### src/rtl/hazard_pkg.sv
// Shared types and constants for the pipeline hazard controller.
package hazard_pkg;

  // Sequencer states: normal flow, or EX occupied by a multi-cycle multiply.
  typedef enum logic [0:0] {
    RUN       = 1'b0,
    MULT_WAIT = 1'b1
  } state_t;

  // Width of the multiply occupancy counter (MULT_LATENCY up to 15).
  localparam int MULT_CNT_WIDTH = 4;

  // Register 0 is hardwired to zero, so a load into it never creates a hazard.
  localparam int REG_ZERO = 0;

endpackage

### src/rtl/hazard_detect.sv
// Load-use comparator: flags an ID instruction that reads the register a load
// in EX is about to write.
module hazard_detect
  import hazard_pkg::*;
#(
  parameter int REG_ADDR_WIDTH = 5
) (
  input  logic [REG_ADDR_WIDTH-1:0] id_rs,
  input  logic [REG_ADDR_WIDTH-1:0] id_rt,
  input  logic                      id_uses_rs,
  input  logic                      id_uses_rt,
  input  logic                      ex_mem_read,
  input  logic [REG_ADDR_WIDTH-1:0] ex_rd,
  output logic                      hazard
);

  logic rd_nonzero;
  logic rs_match;
  logic rt_match;

  // A match only matters for sources the ID instruction actually reads.
  always_comb begin
    rd_nonzero = (ex_rd != REG_ADDR_WIDTH'(REG_ZERO));
    rs_match   = id_uses_rs && (id_rs == ex_rd);
    rt_match   = id_uses_rt && (id_rt == ex_rd);
    hazard     = ex_mem_read && rd_nonzero && (rs_match || rt_match);
  end

endmodule

### src/rtl/pipeline_hazard_ctrl.sv
// Stall/flush sequencer for the 5-stage pipeline: load-use bubbles, branch
// squashes, multiply occupancy of EX, memory freezes and a stall counter.
module pipeline_hazard_ctrl
  import hazard_pkg::*;
#(
  parameter int REG_ADDR_WIDTH = 5,
  parameter int MULT_LATENCY   = 4,
  parameter int CNT_WIDTH      = 16
) (
  input  logic                      clk,
  input  logic                      rst,
  input  logic                      ext_stall,
  input  logic [REG_ADDR_WIDTH-1:0] id_rs,
  input  logic [REG_ADDR_WIDTH-1:0] id_rt,
  input  logic                      id_uses_rs,
  input  logic                      id_uses_rt,
  input  logic                      id_mult,
  input  logic                      ex_mem_read,
  input  logic [REG_ADDR_WIDTH-1:0] ex_rd,
  input  logic                      ex_branch_taken,
  input  logic                      clr_stats,
  output logic                      pc_ld,
  output logic                      if_id_ld,
  output logic                      id_ex_ld,
  output logic                      if_id_flush,
  output logic                      id_ex_flush,
  output logic                      ex_mem_flush,
  output logic                      mult_busy,
  output logic [CNT_WIDTH-1:0]      stall_cycles,
  output state_t                    fsm_state
);

  state_t                    state_q;
  state_t                    state_d;
  logic [MULT_CNT_WIDTH-1:0] cnt_q;
  logic [MULT_CNT_WIDTH-1:0] cnt_d;
  logic                      hazard;

  hazard_detect #(
    .REG_ADDR_WIDTH(REG_ADDR_WIDTH)
  ) u_hazard_detect (
    .id_rs       (id_rs),
    .id_rt       (id_rt),
    .id_uses_rs  (id_uses_rs),
    .id_uses_rt  (id_uses_rt),
    .ex_mem_read (ex_mem_read),
    .ex_rd       (ex_rd),
    .hazard      (hazard)
  );

  assign mult_busy = (state_q == MULT_WAIT);
  assign fsm_state = state_q;

  // State and occupancy counter register.
  always_ff @(posedge clk) begin
    if (rst) begin
      state_q <= RUN;
      cnt_q   <= '0;
    end else begin
      state_q <= state_d;
      cnt_q   <= cnt_d;
    end
  end

  // Next-state and pipeline control; reset and memory freeze override the FSM.
  always_comb begin
    state_d      = state_q;
    cnt_d        = cnt_q;
    pc_ld        = 1'b0;
    if_id_ld     = 1'b0;
    id_ex_ld     = 1'b0;
    if_id_flush  = 1'b0;
    id_ex_flush  = 1'b0;
    ex_mem_flush = 1'b0;
    if (rst || ext_stall) begin
      // Everything frozen; state and cnt hold (reset is applied by the register).
    end else begin
      unique case (state_q)
        RUN: begin
          pc_ld    = 1'b1;
          if_id_ld = 1'b1;
          id_ex_ld = 1'b1;
          if (ex_branch_taken) begin
            // Squash the two younger instructions; ID's multiply is discarded.
            if_id_flush = 1'b1;
            id_ex_flush = 1'b1;
          end else if (hazard) begin
            // Hold PC and IF/ID, send a bubble into EX for one cycle.
            pc_ld       = 1'b0;
            if_id_ld    = 1'b0;
            id_ex_flush = 1'b1;
          end else if (id_mult) begin
            state_d = MULT_WAIT;
            cnt_d   = MULT_CNT_WIDTH'(MULT_LATENCY);
          end
        end
        MULT_WAIT: begin
          if (cnt_q > MULT_CNT_WIDTH'(1)) begin
            // Multiply still in EX: freeze the front, keep bubbling into MEM.
            ex_mem_flush = 1'b1;
            cnt_d        = cnt_q - MULT_CNT_WIDTH'(1);
          end else begin
            pc_ld    = 1'b1;
            if_id_ld = 1'b1;
            id_ex_ld = 1'b1;
            state_d  = RUN;
            cnt_d    = '0;
          end
        end
        default: begin
          state_d = RUN;
          cnt_d   = '0;
        end
      endcase
    end
  end

  // Saturating count of non-reset cycles in which the PC did not advance.
  always_ff @(posedge clk) begin
    if (rst) begin
      stall_cycles <= '0;
    end else if (clr_stats) begin
      stall_cycles <= '0;
    end else if (!pc_ld && (stall_cycles != {CNT_WIDTH{1'b1}})) begin
      stall_cycles <= stall_cycles + CNT_WIDTH'(1);
    end
  end

endmodule
### config.mk
export PLATFORM = sky130hd
export DESIGN_NAME = pipeline_hazard_ctrl
export DESIGN_NICKNAME = d
export VERILOG_FILES = /design/src/rtl/hazard_pkg.sv /design/src/rtl/hazard_detect.sv /design/src/rtl/pipeline_hazard_ctrl.sv
export SDC_FILE = /design/constraint.sdc
export NUM_CORES = 1
export LEC_CHECK = 0
export CAP_MARGIN = 0
export CORE_ASPECT_RATIO = 0.6
export CORE_MARGIN = 4
export CORE_UTILIZATION = 40
export DETAILED_ROUTE_END_ITERATION = 12
export GPL_TIMING_DRIVEN = 0
export PLACE_DENSITY = 0.73
export SYNTH_ARGS = -nofsm -noshare
export SYNTH_HDL_FRONTEND = slang
export SYNTH_SLANG_ARGS = --single-unit
### constraint.sdc
create_clock -name clk -period 6 [get_ports clk]
set_input_delay 1.2 -clock clk [delete_from_list [all_inputs] [get_ports clk]]
set_output_delay 1.2 -clock clk [all_outputs]
set_load 0.02 [all_outputs]
==> metrics.yaml <==
placed_cell_area_mm2: 0.001851
cts_inserted_buffers: 3
viasPerCell: 5.792
cp_max_fo: 11
syn_inst: 162
relSlewSlack_pct: 58.51
crit_required_ps: 4800
clockBufferDepth: 2
period_share_pct: 82.39
postCtsHoldBufs: 0
p_leak_nw: 0.6286
start_util_pct: 43.93
clkTransAtPathRegs_ps: 80
tritoncts: "yes"
cts_setup_buffers: 0
hp-class: "reg -> reg"
power.total_mw: 0.3057
vias: 1477
design_area_mm2: 0.001897
drt-total-wl_um: 3960
dr.pass1.iters: 4
maxCapViolCount: 0
ys_seq_elements: 21
yosysUniqueCellTypes: 35
die_h_um: 52.63
fin_nets: 241
arrival_ps: 3740
drive_gt1_share_pct: 7.042
grt_pass1_wl_um: 6486
final_cells: 255
cts.sink_count: 21
placementRows: 15
tightest_slew_ps: 617.1
peakVddDrop_mv: 0.08846
nFillCells: 257
remaining_drc_errors: 0
die_x_um: 82.38
setup_violations: 0
place_inst: 251
grt_use_total_pct: 19.32
cp-end-kind: "output port"
drtAntennaViolNets: 0
dieArea_mm2: 0.004335
io_pins: 48
drt_iter0_drc: 119
setup_tns_ps: 0
coreArea_mm2: 0.003022
criticalPathCategory: "in -> out"
final_hold_viol_count: 0
insertion_delay_ps: 260
antenna_cells: 0
hpwl_um: 3163
fin_crit_ps: 4943
antenna_found_initial: 0
outcome: "finished clean"
grt_start_max_net_pins: 13
startpoint_type: "input port"
globalplace.congestion: 0.8566
critPathSlowestCell: "clkdlybuf4s50_1"
rsz0062_at_grt: "false"
ys.warnings.count: 0
syn_avg_cell_area_um2: 8.195
syn_nets: 189
wl_per_cell_um: 15.53
path_cells: "clkdlybuf4s50_1, or4_1, o21ai_1, inv_1, a31oi_2, buf_6, buf_6, buf_4, clkdlybuf4s50_1"
fin_skew_ps: 7.378
clockRootBuffer: "clkbuf_8"
globalRoute.totalOverflow: 0
grt_pass1_vias: 1357
port_buffers: 47
power.density_mw_per_mm2: 161.2
htreeDepth: 1
seq_area_frac_synth_pct: 31.67
max_freq_mhz: 202.3
post_cts_resized: 0
netlist_area_mm2: 0.001328
syn_to_final_growth_pct: 42.88
maxSlewViolCount: 0
slowest_delay_ps: 590
sequential cells by signal (all words and copies together), names as in the netlist:
register / flops
stall_cycles: 16
cnt_q: 4
fsm_state: 1
area by class of cell:
cell class                 count  area (µm²)  area share (%)
buffer                         9       68.82           3.628
clock buffer                   3       41.29           2.177
clock inverter                 1       5.005          0.2639
inverter                       8       30.03           1.583
multi-input combinational    124       808.3           42.61
sequential                    21       420.4           22.16
tap                           42       52.55           2.770
timing repair buffer          47       470.5           24.80
path summary, 6_finish.rpt:
| kind | start | end | slack (ps) | depth (start not counted) |
|---|---|---|---|---|
| setup / recovery | ex_rd[0] | pc_ld | 1060 | 9 |
| hold / removal | stall_cycles[11]$_SDFFE_PP0P_ | stall_cycles[11]$_SDFFE_PP0P_ | 490 | 2 |
| setup reg to reg | cnt_q[0]$_SDFFE_PP0P_ | stall_cycles[1]$_SDFFE_PP0P_ | 3690 | 10 |
| hold reg to reg | stall_cycles[11]$_SDFFE_PP0P_ | stall_cycles[11]$_SDFFE_PP0P_ | 490 | 2 |
cells by family (layout without fill, tap and decap cells):
kind of cell    Yosys count  count (layout)  share of synthesized area [%]
compound gates           37              37                          18.76
xor+xnor                 10              10                          6.597
fa+ha+maj                 3               3                          2.828
buf+inv                  17              68                          7.445
flops                    21              21                          31.67
mux                       5               5                          3.770
simple gates             69              69                          28.94
metrics by stage:
step           utilization [%]  worst slack, ps  hold WS (ps)
2_1_floorplan                -             2236         476.1
3_3_place_gp             61.24             1070         468.7
3_5_place_dp             61.24             1061         478.8
4_1_cts                  62.77             1063         489.9
5_1_grt                  62.77            957.9         513.8
6_report                 62.77             1057         489.9
synth_stat cells:
library cell  count  area, µm²
dfxtp_1          21      420.4
nand2_1          17      63.81
a21oi_1          14      70.07
or4_1            11      82.58
xnor2_1          10      87.58
o31ai_1           9      67.56
inv_1             8      30.03
nor2_1            8      30.03
nand3_1           7      35.03
or3_1             6      37.54
and3_1            5      31.28
mux2i_1           5      50.05
nor4_1            5      31.28
buf_4             3      22.52
buf_6             3      33.78
ha_1              3      37.54
nand4_1           3      18.77
a211oi_1          2      15.01
a31oi_1           2      12.51
clkbuf_1          2      7.510
nor4b_1           2      17.52
o21ai_0           2      10.01
o41ai_1           2      17.52
a22oi_1           1      7.510
a31oi_2           1      12.51
a32o_1            1      10.01
and4_1            1      8.760
buf_2             1      5.000
nand3b_1          1      7.510
nor3_1            1      5.000
o21ai_1           1      5.000
o221ai_1          1      8.760
o22ai_2           1      12.51
or2_2             1      6.260
or3b_2            1      8.760
worst max-delay path, delay by kind of cell:
family | cells | cell delay, ps
buf+inv | 6 | 1610
simple gates | 1 | 530
compound gates | 2 | 390
routing by layer:
metal | share of wire [%] | routed length, µm | global-route usage [%] | up-vias
met2 | 44 | 1735 | 29.52 | 64
met4 | 0.48 | 19 | 3.867 | 0
met3 | 9.7 | 383 | 5.670 | 2
met1 | 46 | 1822 | 26.68 | 699
met5 | 0 | 0 | 0 | -
li1 | - | - | - | 712
report_power, final:
part           leakage (nW)  total [mW]  switching [mW]  internal (mW)
combinational         0.433      0.0658          0.0305         0.0353
clock                0.0255      0.0945          0.0482         0.0463
sequential            0.170       0.145         0.00361          0.142
placed cells by master (no fill, tap or decap), drive strengths merged, types with 3 or more instances in the layout:
master and count:
mux2i 5, nand2 17, ha 3, a21oi 14
nor2 8, nand3 7, o31ai 9, a31oi 3
xnor2 10, dfxtp 21, inv 8, clkdlybuf4s50 47
o21ai 3, nor4 5, buf 7, nand4 3
or4 11, clkbuf 5, and3 5, or3 6
Power figures use the tool's default switching activity.
